$ cat src/rtl/stream_bus_pkg.sv
// Shared types and the round-robin pick helper for the stream bus receiver.
// rr_pick searches from the slot after 'last', so the previous winner gets the lowest priority.
package stream_bus_pkg;

  localparam int MAX_CHANNELS = 16;

  typedef logic [3:0] chan_id_t;

  // Returns the first set bit of req strictly after 'last', wrapping modulo n.
  // When no bit is set, the result is 'last' and the caller ignores it.
  function automatic chan_id_t rr_pick(logic [15:0] req, chan_id_t last, int n);
    chan_id_t pick;
    bit       found;
    int       idx;
    pick  = last;
    found = 1'b0;
    for (int i = 1; i <= MAX_CHANNELS; i++) begin
      idx = (int'(last) + i) % n;
      if (i <= n && !found && req[idx[3:0]]) begin
        pick  = chan_id_t'(idx);
        found = 1'b1;
      end
    end
    return pick;
  endfunction

endpackage

$ cat src/rtl/stream_fifo.sv
// Per-channel receive FIFO with a combinational head and an occupancy count.
// The pointers wrap naturally because DEPTH is a power of two.
module stream_fifo #(
  parameter int WIDTH = 8,
  parameter int DEPTH = 4
) (
  input  logic                           clk,
  input  logic                           rst_n,
  input  logic                           push,
  input  logic [WIDTH-1:0]               wdata,
  input  logic                           pop,
  output logic [WIDTH-1:0]               rdata,
  output logic [$clog2(DEPTH+1)-1:0]     level,
  output logic                           full,
  output logic                           empty
);

  localparam int AW = $clog2(DEPTH);
  localparam int LW = $clog2(DEPTH+1);

  logic [WIDTH-1:0] mem [DEPTH];
  logic [AW-1:0]    wptr;
  logic [AW-1:0]    rptr;
  logic             wr_en;
  logic             rd_en;

  assign full  = (level == LW'(DEPTH));
  assign empty = (level == '0);
  assign wr_en = push && !full;
  assign rd_en = pop && !empty;
  assign rdata = mem[rptr];

  always_ff @(posedge clk) begin
    if (wr_en) begin
      mem[wptr] <= wdata;
    end
  end

  always_ff @(posedge clk or negedge rst_n) begin
    if (!rst_n) begin
      wptr  <= '0;
      rptr  <= '0;
      level <= '0;
    end else begin
      if (wr_en) begin
        wptr <= wptr + AW'(1);
      end
      if (rd_en) begin
        rptr <= rptr + AW'(1);
      end
      case ({wr_en, rd_en})
        2'b10:   level <= level + LW'(1);
        2'b01:   level <= level - LW'(1);
        default: level <= level;
      endcase
    end
  end

endmodule

$ cat src/rtl/stream_bus_recv_mux.sv
// Multi-channel stream receiver: per-channel FIFOs merged round-robin into one
// registered output stream tagged with the source channel.
module stream_bus_recv_mux
  import stream_bus_pkg::*;
#(
  parameter int WIDTH    = 8,
  parameter int DEPTH    = 4,
  parameter int CHANNELS = 2
) (
  input  logic                                         clk,
  input  logic                                         rst_n,
  input  logic [CHANNELS-1:0]                          in_valid,
  input  logic [CHANNELS-1:0][WIDTH-1:0]               in_data,
  output logic [CHANNELS-1:0]                          in_ready,
  input  logic [CHANNELS-1:0]                          chan_en,
  output logic                                         out_valid,
  output logic [WIDTH-1:0]                             out_data,
  output logic [3:0]                                   out_chan,
  input  logic                                         out_ready,
  output logic [CHANNELS-1:0][$clog2(DEPTH+1)-1:0]     fifo_level
);

  logic [CHANNELS-1:0]            fifo_full;
  logic [CHANNELS-1:0]            fifo_empty;
  logic [CHANNELS-1:0]            push;
  logic [CHANNELS-1:0]            pop;
  logic [CHANNELS-1:0]            req;
  logic [CHANNELS-1:0][WIDTH-1:0] head;
  logic [MAX_CHANNELS-1:0]        req_ext;
  logic [WIDTH-1:0]               head_sel;
  chan_id_t                       grant;
  chan_id_t                       rr_ptr;
  logic                           load;
  logic                           any_req;

  for (genvar c = 0; c < CHANNELS; c++) begin : g_fifo
    stream_fifo #(
      .WIDTH (WIDTH),
      .DEPTH (DEPTH)
    ) u_fifo (
      .clk   (clk),
      .rst_n (rst_n),
      .push  (push[c]),
      .wdata (in_data[c]),
      .pop   (pop[c]),
      .rdata (head[c]),
      .level (fifo_level[c]),
      .full  (fifo_full[c]),
      .empty (fifo_empty[c])
    );
  end

  // in_ready comes from FIFO state only, so a full FIFO refuses even while draining.
  assign in_ready = ~fifo_full;
  assign push     = in_valid & in_ready;
  assign req      = ~fifo_empty & chan_en;
  assign any_req  = |req;
  assign load     = !out_valid || out_ready;

  always_comb begin
    req_ext                 = '0;
    req_ext[CHANNELS-1:0]   = req;
    grant                   = rr_pick(req_ext, rr_ptr, CHANNELS);
    head_sel                = '0;
    pop                     = '0;
    for (int c = 0; c < CHANNELS; c++) begin
      if (grant == chan_id_t'(c)) begin
        head_sel = head[c];
        pop[c]   = load && any_req;
      end
    end
  end

  always_ff @(posedge clk or negedge rst_n) begin
    if (!rst_n) begin
      out_valid <= 1'b0;
      out_data  <= '0;
      out_chan  <= '0;
      rr_ptr    <= chan_id_t'(CHANNELS - 1);
    end else if (load) begin
      if (any_req) begin
        out_valid <= 1'b1;
        out_data  <= head_sel;
        out_chan  <= grant;
        rr_ptr    <= grant;
      end else begin
        out_valid <= 1'b0;
      end
    end
  end

endmodule

$ cat config.mk
export PLATFORM = sky130hd
export DESIGN_NAME = stream_bus_recv_mux
export DESIGN_NICKNAME = d
export VERILOG_FILES = /design/src/rtl/stream_bus_pkg.sv /design/src/rtl/stream_fifo.sv /design/src/rtl/stream_bus_recv_mux.sv
export SDC_FILE = /design/constraint.sdc
export NUM_CORES = 1
export LEC_CHECK = 0
export ABC_CLOCK_PERIOD_IN_PS = 2800
export CAP_MARGIN = 5
export CORE_MARGIN = 2
export CORE_UTILIZATION = 50
export DETAILED_ROUTE_END_ITERATION = 7
export PLACE_DENSITY = 0.73
export SETUP_SLACK_MARGIN = 0.3
export SYNTH_ARGS = -nofsm -noshare
export SYNTH_HDL_FRONTEND = slang
export SYNTH_SLANG_ARGS = --single-unit
$ cat constraint.sdc
create_clock -name clk -period 2.8 [get_ports clk]
set_input_delay 0.56 -clock clk [delete_from_list [all_inputs] [get_ports clk]]
set_output_delay 0.56 -clock clk [all_outputs]
set_load 0.005 [all_outputs]
==> impl_metrics.yaml, run 1 <==
sta:
  slew_headroom_pct: 58.4
  max_freq_mhz: 432
  finalCritPeriodShare_pct: 82.7
  worst_pin_slew_ns: 0.624
  setup-tns-final_ns: 0
  fin_skew_ns: 0.00674
  setup_slack_ns: 0.485
  rsz0062_at_grt: "false"
  hold_viol: 0
  drv_slew: 0
  setup-violations-final: 0
  finalCriticalPeriod_ns: 2.32
  hold_ws_ns: 0.493
power_and_ir_drop:
  leakagePower_uw: 0.00171
  peakVddDrop_mv: 0.449
  power.density_nw_per_um2: 1010
yosys:
  async_flop_share_pct: 30.4
  syn_nets: 250
  ys_warn_count: 0
  synth_seq_area_share_pct: 69.7
  syn_inst: 215
  syn-mean-instance-area_um2: 17.5
  synth_area_um2: 3760
  synth_flop_cell: "edfxtp_1"
  synthMostInstantiatedCell: "edfxtp_1"
  synth_top_area_share_pct: 51.1
  synth_edf_count: 64
  ys_top_cells_by_count: "64 x edfxtp_1, 27 x dfrtp_1, 16 x inv_1, 16 x mux4_2, 10 x ha_1"
  ys_ff_latch: 92
  yosysUniqueCellTypes: 31
  netlist_top_cells_area: "edfxtp_1 51%, dfrtp_1 18%, mux4_2 9.6%"
  synth_area_leader_cell: "edfxtp_1"
global_routing:
  gr-max-usage-layer: "met2"
  grt_use_met3_pct: 4.67
  grtUsageTotal_pct: 17.7
  antenna_found_initial: 0
  grt_pass1_vias: 2000
  use_met1_pct: 25.6
  met2_usage_pct: 26.1
  grt.overflow.total: 0
  grt_max_degree: 29
  grt_pass1_wl_um: 10900
final_layout:
  drive_above_1_share_pct: 15.6
  fin_cells: 368
  syn2layout_area_growth_pct: 20.2
  final_nets: 299
  num_antenna_cells: 0
  post-route-util_pct: 62.4
placement:
  port_buffers: 43
  place.detailed.hpwl_um: 4540
  dp_cells: 352
  dp_slack_ns: 0.180
  gp_congestion: 0.742
worst_setup_path:
  r2r-end: "g_fifo[0].u_fifo.level[2]$_DFFE_PN0P_"
  criticalPathCategory: "reg -> reg"
  crit_arrival_ns: 2.60
  r2r_start: "g_fifo[1].u_fifo.level[2]$_DFFE_PN0P_"
  critPathLaunch: "g_fifo[1].u_fifo.level[2]$_DFFE_PN0P_"
  path_max_fanout: 6
  crit_required_ns: 3.08
  endpoint_kind: "register"
  reg2reg_slack_ns: 0.48
  start_kind: "register"
  crit_end: "g_fifo[0].u_fifo.level[2]$_DFFE_PN0P_"
  r2r.worst_path.cells: 8
clocking:
  clk_pin_slew_ns: 0.09
  cts_buffer_depth: 2
  numCtsBuffers: 9
  cts_root_buf: "clkbuf_8"
  htreeDepth: 3
  cts_setup_buffers: 0
  cts_tree: "built"
  cts.sinks: 92
  cts_hold_buffers: 0
  worst_skew_pair.late_latency_ns: 0.35
  post_cts_resized: 0
route:
  viasPerCell: 5.26
  vias: 1937
  wl_per_cell_um: 17.7
  drtIter0Drc: 133
  ant_nets: 0
  drt-pass1-iter-count: 4
  routed_wl_um: 6520
  drc: 0
die:
  row_count: 31
  die_h_um: 90.8
  initial_core_util_pct: 51.9
  core_area_um2: 7250
  die_w_um: 90.8
  ios: 44
  dieArea_um2: 8240
flow_run:
  drv_cap: 0
status:
  status: "complete, no violations"
hold_path:
  hold_path_class: "reg -> reg"
  min_from: "out_chan[0]$_DFFE_PN0N_"
[sequential cells by signal, summed over array words and instances, names as in the netlist]
| signal | count |
|---|---|
| g_fifo.u_fifo.rptr | 4 |
| out_valid | 1 |
| out_chan | 1 |
| g_fifo.u_fifo.wptr | 4 |
| g_fifo.u_fifo.level | 6 |
| g_fifo.u_fifo.mem | 64 |
| out_data | 8 |
| rr_ptr | 4 |
[logic make-up after synthesis]
logic type / count (synthesis) / synth area share [%]
xor+xnor: 12 / 2.79
compound gates: 21 / 4.32
fa+ha+maj: 12 / 4.39
buf+inv: 25 / 2.93
mux: 24 / 11.9
simple gates: 29 / 3.99
flops: 92 / 69.7
[worst min-delay path by stage]
| stage | to | slack, ns | cells past startpoint |
|---|---|---|---|
| floorplan | g_fifo[0].u_fifo.level[0]$_DFFE_PN0P_ | 0.26 | 0 |
| global placement | out_chan[0]$_DFFE_PN0N_ | 0.47 | 1 |
| detailed placement | out_chan[0]$_DFFE_PN0N_ | 0.47 | 1 |
| CTS | out_chan[0]$_DFFE_PN0N_ | 0.49 | 1 |
| global route | out_chan[0]$_DFFE_PN0N_ | 0.52 | 1 |
| finish | out_chan[0]$_DFFE_PN0N_ | 0.49 | 1 |
[per-stage QoR]
stage / power (µW) / instance area (µm²)
after floorplan: 3030 / 3760
after global placement: 3570 / 4300
after detailed placement: 3630 / 4300
after CTS: 4610 / 4520
after global routing: 4860 / 4520
final: 4560 / 4520
[layout by cell type (no fill, tap or decap)]
cell	n
and3_1	8
clkinv_2	2
and2_1	2
clkbuf_8	10
fa_1	2
a22oi_1	4
bufinv_16	2
mux2i_1	5
mux2_2	2
mux2i_2	1
a211oi_4	1
o31ai_4	1
o21ai_0	5
mux4_2	16
nor2b_1	4
buf_4	4
nor2_1	6
dfstp_2	1
a21oi_1	5
a21o_1	2
nand3_1	3
clkinv_4	2
o31ai_1	1
clkdlybuf4s50_1	43
o211a_1	1
xnor2_1	6
xor2_1	6
nand2_1	5
dfrtp_1	27
o31a_1	1
ha_1	10
edfxtp_1	64
inv_1	16
nand2b_1	1
[cell type report]
cell class	instances	area (µm²)
clock buffers	10	138
clock inverters	6	87.6
fillers	542	2730
inverters	16	60.1
multi-input cells	98	1030
flip-flops and latches	92	2620
well taps	99	124
repair buffers	47	460
[worst max-delay path, stage by stage, from the launching register on]
cell	delay [ns]
dfrtp_1	0.47
o31ai_4	0.50
o211a_1	0.22
ha_1	0.18
inv_1	0.07
fa_1	0.39
xor2_1	0.16
nor2_1	0.11
xor2_1	0.15
[per-layer routing]
| metal | vias to the layer above | routed length (µm) |
|---|---|---|
| li1 | 896 | - |
| met1 | 982 | 3070 |
| met4 | 0 | 73 |
| met2 | 51 | 3090 |
| met5 | - | 0 |
| met3 | 8 | 284 |
[power by group]
| part | leakage [µW] | total (µW) | switching [µW] | internal, µW |
|---|---|---|---|---|
| Clock | 0.000116 | 982 | 455 | 527 |
| Sequential | 0.000918 | 2190 | 335 | 1850 |
| Combinational | 0.000680 | 1390 | 605 | 784 |
Note: power is estimated with default switching activity, not from simulation.
==> run 2, diff against run 1 <==
--- a/config.mk
+++ b/config.mk
@@ -5,7 +5,7 @@
 export SDC_FILE = /design/constraint.sdc
 export NUM_CORES = 1
 export LEC_CHECK = 0
-export ABC_CLOCK_PERIOD_IN_PS = 2800
+export ABC_CLOCK_PERIOD_IN_PS = 2300
 export CAP_MARGIN = 5
 export CORE_MARGIN = 2
 export CORE_UTILIZATION = 50
==> constraint.sdc (replaced) <==
create_clock -name clk -period 2.3 [get_ports clk]
set_input_delay 0.46 -clock clk [delete_from_list [all_inputs] [get_ports clk]]
set_output_delay 0.46 -clock clk [all_outputs]
set_load 0.005 [all_outputs]
==> run 2 against run 1 <==
  * Combinational power up 40%
  * Final area up 2.5%
  * Global-route usage up 0.30 points
  * Clock-buffer cell count down 1
  * Total power up 21%
  * Critical endpoint is now g_fifo[1].u_fifo.level[2]$_DFFE_PN0P_
  * Non-clock buffer count up 17
  * Sequential cell count unchanged
  * Wire length up 2.5%
  * Clock power up 0.8%
==> impl_metrics.yaml, run 2 (same netlist as run 1, synthesis figures left out) <==
clocking:
  cts_root_buf: "clkbuf_8"
  numCtsBuffers: 9
  worst_skew_pair.late_latency_ns: 0.35
  cts_buffer_depth: 2
  cts_tree: "built"
  cts_hold_buffers: 0
  htreeDepth: 3
  clk_pin_slew_ns: 0.09
  cts.sinks: 92
route:
  vias: 2012
  drc: 0
  ant_nets: 0
  wl_per_cell_um: 17.4
  drtIter0Drc: 113
  drt-pass1-iter-count: 4
  routed_wl_um: 6680
  viasPerCell: 5.23
final_layout:
  final_nets: 316
  layout.cells.most_common_list: "64 x edfxtp_1, 42 x clkdlybuf4s50_1, 25 x dfrtp_1"
  largest_register_ffs: 64
  drive_above_1_share_pct: 24.1
  final_common_cell: "edfxtp_1"
  top_register: "g_fifo.u_fifo.mem"
  reg.largest.list: "g_fifo.u_fifo.mem (64), out_data (8), g_fifo.u_fifo.level (6)"
  post-route-util_pct: 63.9
  syn2layout_area_growth_pct: 23.2
  num_antenna_cells: 0
  fillers: 530
die:
  die_h_um: 90.8
  die_w_um: 90.8
  row_count: 31
  dieArea_um2: 8240
  ios: 44
  core_area_um2: 7250
  initial_core_util_pct: 51.9
global_routing:
  antenna_found_initial: 0
  grt_pass1_wl_um: 10900
  grt_max_degree: 29
  grt.overflow.total: 0
  grt_pass1_vias: 2078
  grtUsageTotal_pct: 18.0
sta:
  setup-violations-final: 0
  slew_headroom_pct: 62.0
  drv_slew: 0
  finalCritPeriodShare_pct: 94.2
  rsz0062_at_grt: "true"
  finalCriticalPeriod_ns: 2.17
  hold_viol: 0
  worst_pin_slew_ns: 0.570
  max_freq_mhz: 462
  fin_skew_ns: 0.00806
  setup_slack_ns: 0.135
hold_path:
  hold_path_class: "in -> async"
worst_setup_path:
  worstSetupPathDepth: 10
  critPathMaxStageDelay_ns: 0.50
  critPathBufInv: 3
  start_kind: "input pin"
  crit_arrival_ns: 2.45
  critPathLaunch: "chan_en[1]"
  reg2reg_slack_ns: 0.14
  r2r.worst_path.cells: 8
  path_max_fanout: 2
  path_cells: "clkdlybuf4s50_1, o31ai_4, buf_4, a211oi_4, ha_2, inv_2, fa_2, xor2_1, nor2_1, xor2_1"
  crit_end: "g_fifo[1].u_fifo.level[2]$_DFFE_PN0P_"
  r2r-end: "g_fifo[1].u_fifo.level[2]$_DFFE_PN0P_"
  r2r_start: "g_fifo[0].u_fifo.level[1]$_DFFE_PN0P_"
  endpoint_kind: "register"
  criticalPathCategory: "in -> reg"
  slowest_stage: "clkdlybuf4s50_1"
  path_common_cell: "xor2_1"
  crit_required_ns: 2.58
  path_delay_family: "buffers and inverters"
status:
  status: "complete, no violations"
power_and_ir_drop:
  peakVddDrop_mv: 0.709
  power.density_nw_per_um2: 1190
  power.total_uw: 5540
  leakagePower_uw: 0.00177
placement:
  port_buffers: 43
  gp_congestion: 0.740
  dp_slack_ns: -0.163
  place.detailed.hpwl_um: 4670
flow_run:
  drv_cap: 0
## run 2: cell count changes in the layout (fill, tap and decap cells not counted), moves of 3 or more
cell        change
buf_4          +17
clkinvlp_4      +3
inv_1           -3
inv_2           +3
inv_6           +3
## run 2: power breakdown
part           switching [µW]  internal (µW)
clock                     585            405
combinational             851           1100
sequential                337           2260
## run 2: worst min-delay path by stage
stage	from	endpoint	cells after the start
2_1_floorplan	rst_n	g_fifo[0].u_fifo.level[0]$_DFFE_PN0P_	0
3_3_place_gp	out_chan[0]$_DFFE_PN0N_	out_chan[0]$_DFFE_PN0N_	1
3_5_place_dp	out_chan[0]$_DFFE_PN0N_	out_chan[0]$_DFFE_PN0N_	1
4_1_cts	rst_n	g_fifo[0].u_fifo.level[1]$_DFFE_PN0P_	2
5_1_grt	chan_en[0]	out_valid$_DFFE_PN0P_	3
6_report	rst_n	g_fifo[0].u_fifo.level[0]$_DFFE_PN0P_	2
## run 2: final cells by class
type / instances / area, µm² / area share (%)
inverter: 16 / 60.1 / 1.30
clock inverter: 7 / 57.6 / 1.24
clock buffer: 9 / 124 / 2.67
multi-input combinational: 98 / 1050 / 22.7
tap: 99 / 124 / 2.67
timing repair buffer: 64 / 591 / 12.7
sequential: 92 / 2630 / 56.6
## run 2: what timing repair did
action                                  CTS  global route
setup buffers                             6             1
endpoints found under the setup margin    6             6
resized for setup                         5             1
pin swaps                                 5             4
## run 2: stage by stage
step	hold WS [ns]	std cells	cell area (µm²)	setup TNS, ns
6_report	0.472	385	4640	0
4_1_cts	0.477	384	4630	0
3_5_place_dp	0.465	362	4390	-0.388
2_1_floorplan	0.164	215	3790	0
5_1_grt	0.476	385	4640	0
3_3_place_gp	0.462	362	4390	-0.180
## run 2: worst reg2reg max path, delay by kind of cell, from the launching register on
kind	cells	cell delay [ns]
xor+xnor	2	0.30
fa+ha+maj	2	0.57
simple gates	1	0.11
buf+inv	1	0.04
compound gates	2	0.66
flops	1	0.41
## run 2: metal layers
layer  GRT usage, %  wire, µm  up-vias  share of wire, %
li1               -         -      932                 -
met1           24.8      3130     1024                47
met2           27.8      3200       46                48
met3           3.76       235       10               3.5
met4           8.21       124        0               1.9
met5              0         0        -                 0
==> run 3, diff against run 2 <==
--- a/config.mk
+++ b/config.mk
@@ -7,10 +7,12 @@
 export LEC_CHECK = 0
 export ABC_CLOCK_PERIOD_IN_PS = 2300
 export CAP_MARGIN = 5
+export CORE_ASPECT_RATIO = 2
 export CORE_MARGIN = 2
 export CORE_UTILIZATION = 50
 export DETAILED_ROUTE_END_ITERATION = 7
 export PLACE_DENSITY = 0.73
+export REMOVE_ABC_BUFFERS = 1
 export SETUP_SLACK_MARGIN = 0.3
 export SYNTH_ARGS = -nofsm -noshare
 export SYNTH_HDL_FRONTEND = slang
==> run 3 against run 2 <==
  * Setup slack better by 0.040 ns
  * Clock power is 51% higher
  * Wire length decreased by 3.1%
  * Core utilization is 0.71 points higher
  * Sequential share of layout area shrank 0.72 points
  * Sequential cell count stayed put
  * Via count down 3.4%
  * Clock skew up 0.00078 ns
  * Critical path type is now reg -> reg
  * Critical endpoint unchanged
  * Largest power group unchanged
==> impl_metrics.yaml, run 3 (same netlist as run 1, synthesis figures left out) <==
route:
  wl_per_cell_um: 17.4
  dr.max_layer_used: "met4"
  wl_met2_um: 3490
  wl_met1_um: 2510
  drc: 0
  drt-pass1-iter-count: 4
  routed_wl_um: 6480
  drtIter0Drc: 65
  ant_nets: 0
  viasPerCell: 5.22
  vias: 1943
  wl_met3_um: 230
power_and_ir_drop:
  swShare_pct: 29.3
  peakVddDrop_mv: 1.00
  power_frac_clock_pct: 25.0
  p_seq_share_pct: 44.2
  intPower_uw: 4200
  power_frac_comb_pct: 30.8
  p_switching_uw: 1740
  power.density_nw_per_um2: 1260
  leakagePower_uw: 0.00180
worst_setup_path:
  crit_arrival_ns: 2.39
  critPathMaxStageDelay_ns: 0.40
  criticalPathCategory: "reg -> reg"
  reg2reg_slack_ns: 0.17
  path_cells: "o31a_1, a211oi_4, ha_2, inv_2, fa_2, xor2_1, nor2_1, xor2_1"
  path_common_cell: "xor2_1"
  start_kind: "register"
  path_max_fanout: 3
  endpoint_kind: "register"
  crit_required_ns: 2.56
  slowest_stage: "dfrtp_1"
  r2r.worst_path.cells: 8
final_layout:
  syn2layout_area_growth_pct: 24.8
  num_antenna_cells: 0
  reg.largest.list: "g_fifo.u_fifo.mem (64), out_data (8), g_fifo.u_fifo.level (6)"
  drive_above_1_share_pct: 21.4
  fillers: 545
  top_register: "g_fifo.u_fifo.mem"
  fin_cells: 372
  final_common_cell: "edfxtp_1"
  post-route-util_pct: 64.6
  layout.cells.most_common_list: "64 x edfxtp_1, 41 x clkdlybuf4s50_1, 25 x dfrtp_1"
  largest_register_ffs: 64
  final_nets: 310
sta:
  worst_pin_slew_ns: 0.579
  drv_slew: 0
  slew_headroom_pct: 61.4
  rsz0062_at_grt: "true"
  setup-violations-final: 0
  setup-tns-final_ns: 0
  finalCritPeriodShare_pct: 92.4
  fin_skew_ns: 0.00884
  max_freq_mhz: 470
  finalCriticalPeriod_ns: 2.13
  hold_viol: 0
hold_path:
  hold_path_class: "in -> async"
die:
  die_w_um: 65.4
  ios: 44
  initial_core_util_pct: 51.8
  dieArea_um2: 8280
  die_h_um: 127
  row_count: 44
  core_area_um2: 7270
global_routing:
  grt_pass1_vias: 2085
  grt_pass1_wl_um: 10700
  antenna_found_initial: 0
  grt.overflow.total: 0
  grtUsageTotal_pct: 18.2
  grt_max_degree: 29
clocking:
  numCtsBuffers: 9
  clk_pin_slew_ns: 0.07
  cts_buffer_depth: 2
  htreeDepth: 3
  worst_skew_pair.late_latency_ns: 0.34
  cts.sinks: 92
  cts_root_buf: "clkbuf_16"
  cts_tree: "built"
flow_run:
  drv_cap: 0
placement:
  port_buffers: 43
  dp_cells: 356
  place.detailed.hpwl_um: 4670
  gp_congestion: 0.782
status:
  status: "complete, no violations"
-- run 3: changes by cell type in the layout (fill, tap and decap cells not counted), sizes merged --
cell | previous run | this run
inv | 19 | 16
clkdlybuf4s50 | 42 | 41
clkinvlp | 3 | 1
clkinv | 1 | 4
bufinv | 0 | 1
dlygate4sd2 | 0 | 1
buf | 21 | 15
clkbuf | 9 | 10
-- run 3: worst max-delay path, delay by kind of cell, from the launching register on --
family	cells	cell delay [ns]
flops	1	0.40
simple gates	1	0.13
xor+xnor	2	0.30
compound gates	2	0.63
buf+inv	1	0.04
fa+ha+maj	2	0.56
-- run 3: layout make-up --
class,instances,area (µm²),share of cell area (%)
tap,92,115,2.45
clock buffer,10,250,5.33
inverter,16,60.1,1.28
timing repair buffer,58,544,11.6
clock inverter,6,61.3,1.31
multi-input combinational,98,1040,22.1
sequential,92,2630,55.9
-- run 3: path summary, 6_finish.rpt --
| kind | start | endpoint |
|---|---|---|
| setup / recovery | g_fifo[0].u_fifo.level[2]$_DFFE_PN0P_ | g_fifo[1].u_fifo.level[2]$_DFFE_PN0P_ |
| min in group clk | rr_ptr[3]$_DFFE_PN0N_ | rr_ptr[3]$_DFFE_PN0N_ |
| max in group asynchronous | rst_n | rr_ptr[0]$_DFFE_PN1N_ |
| setup reg to reg | g_fifo[0].u_fifo.level[2]$_DFFE_PN0P_ | g_fifo[1].u_fifo.level[2]$_DFFE_PN0P_ |
| hold reg to reg | rr_ptr[3]$_DFFE_PN0N_ | rr_ptr[3]$_DFFE_PN0N_ |
| hold / removal | rst_n | g_fifo[0].u_fifo.wptr[0]$_DFFE_PN0P_ |
-- run 3: through the flow --
step / power (µW) / area [µm²] / setup slack, ns / hold WS, ns
floorplan: 3650 / 3710 / 0.0373 / 0.164
global placement: 4470 / 4370 / -0.136 / 0.469
CTS: 6030 / 4690 / 0.159 / 0.505
detailed placement: 4520 / 4370 / -0.168 / 0.484
global route: 6310 / 4700 / 0.0413 / 0.518
finish: 5940 / 4700 / 0.175 / 0.498
-- run 3: power groups by stage --
| stage | sequential [µW] | combinational [µW] | clock (µW) |
|---|---|---|---|
| after floorplan | 2600 | 1050 | 0 |
| after global placement | 2650 | 1810 | 0 |
| after detailed placement | 2670 | 1850 | 0 |
| after CTS | 2650 | 1870 | 1520 |
| after global routing | 2700 | 2020 | 1590 |
| final | 2630 | 1830 | 1490 |
-- run 3: metal layers --
metal,global-route usage [%],vias to the layer above
met4,10.2,0
met5,0,-
met2,30.7,43
li1,-,919
met3,4.79,11
met1,20.5,970
-- run 3: repair_timing --
action	CTS	global route
endpoints found under the setup margin	4	5
setup buffers	0	0
hold endpoints to repair	0	0
hold buffers	0	0
resized for setup	6	3
pin swaps	5	1
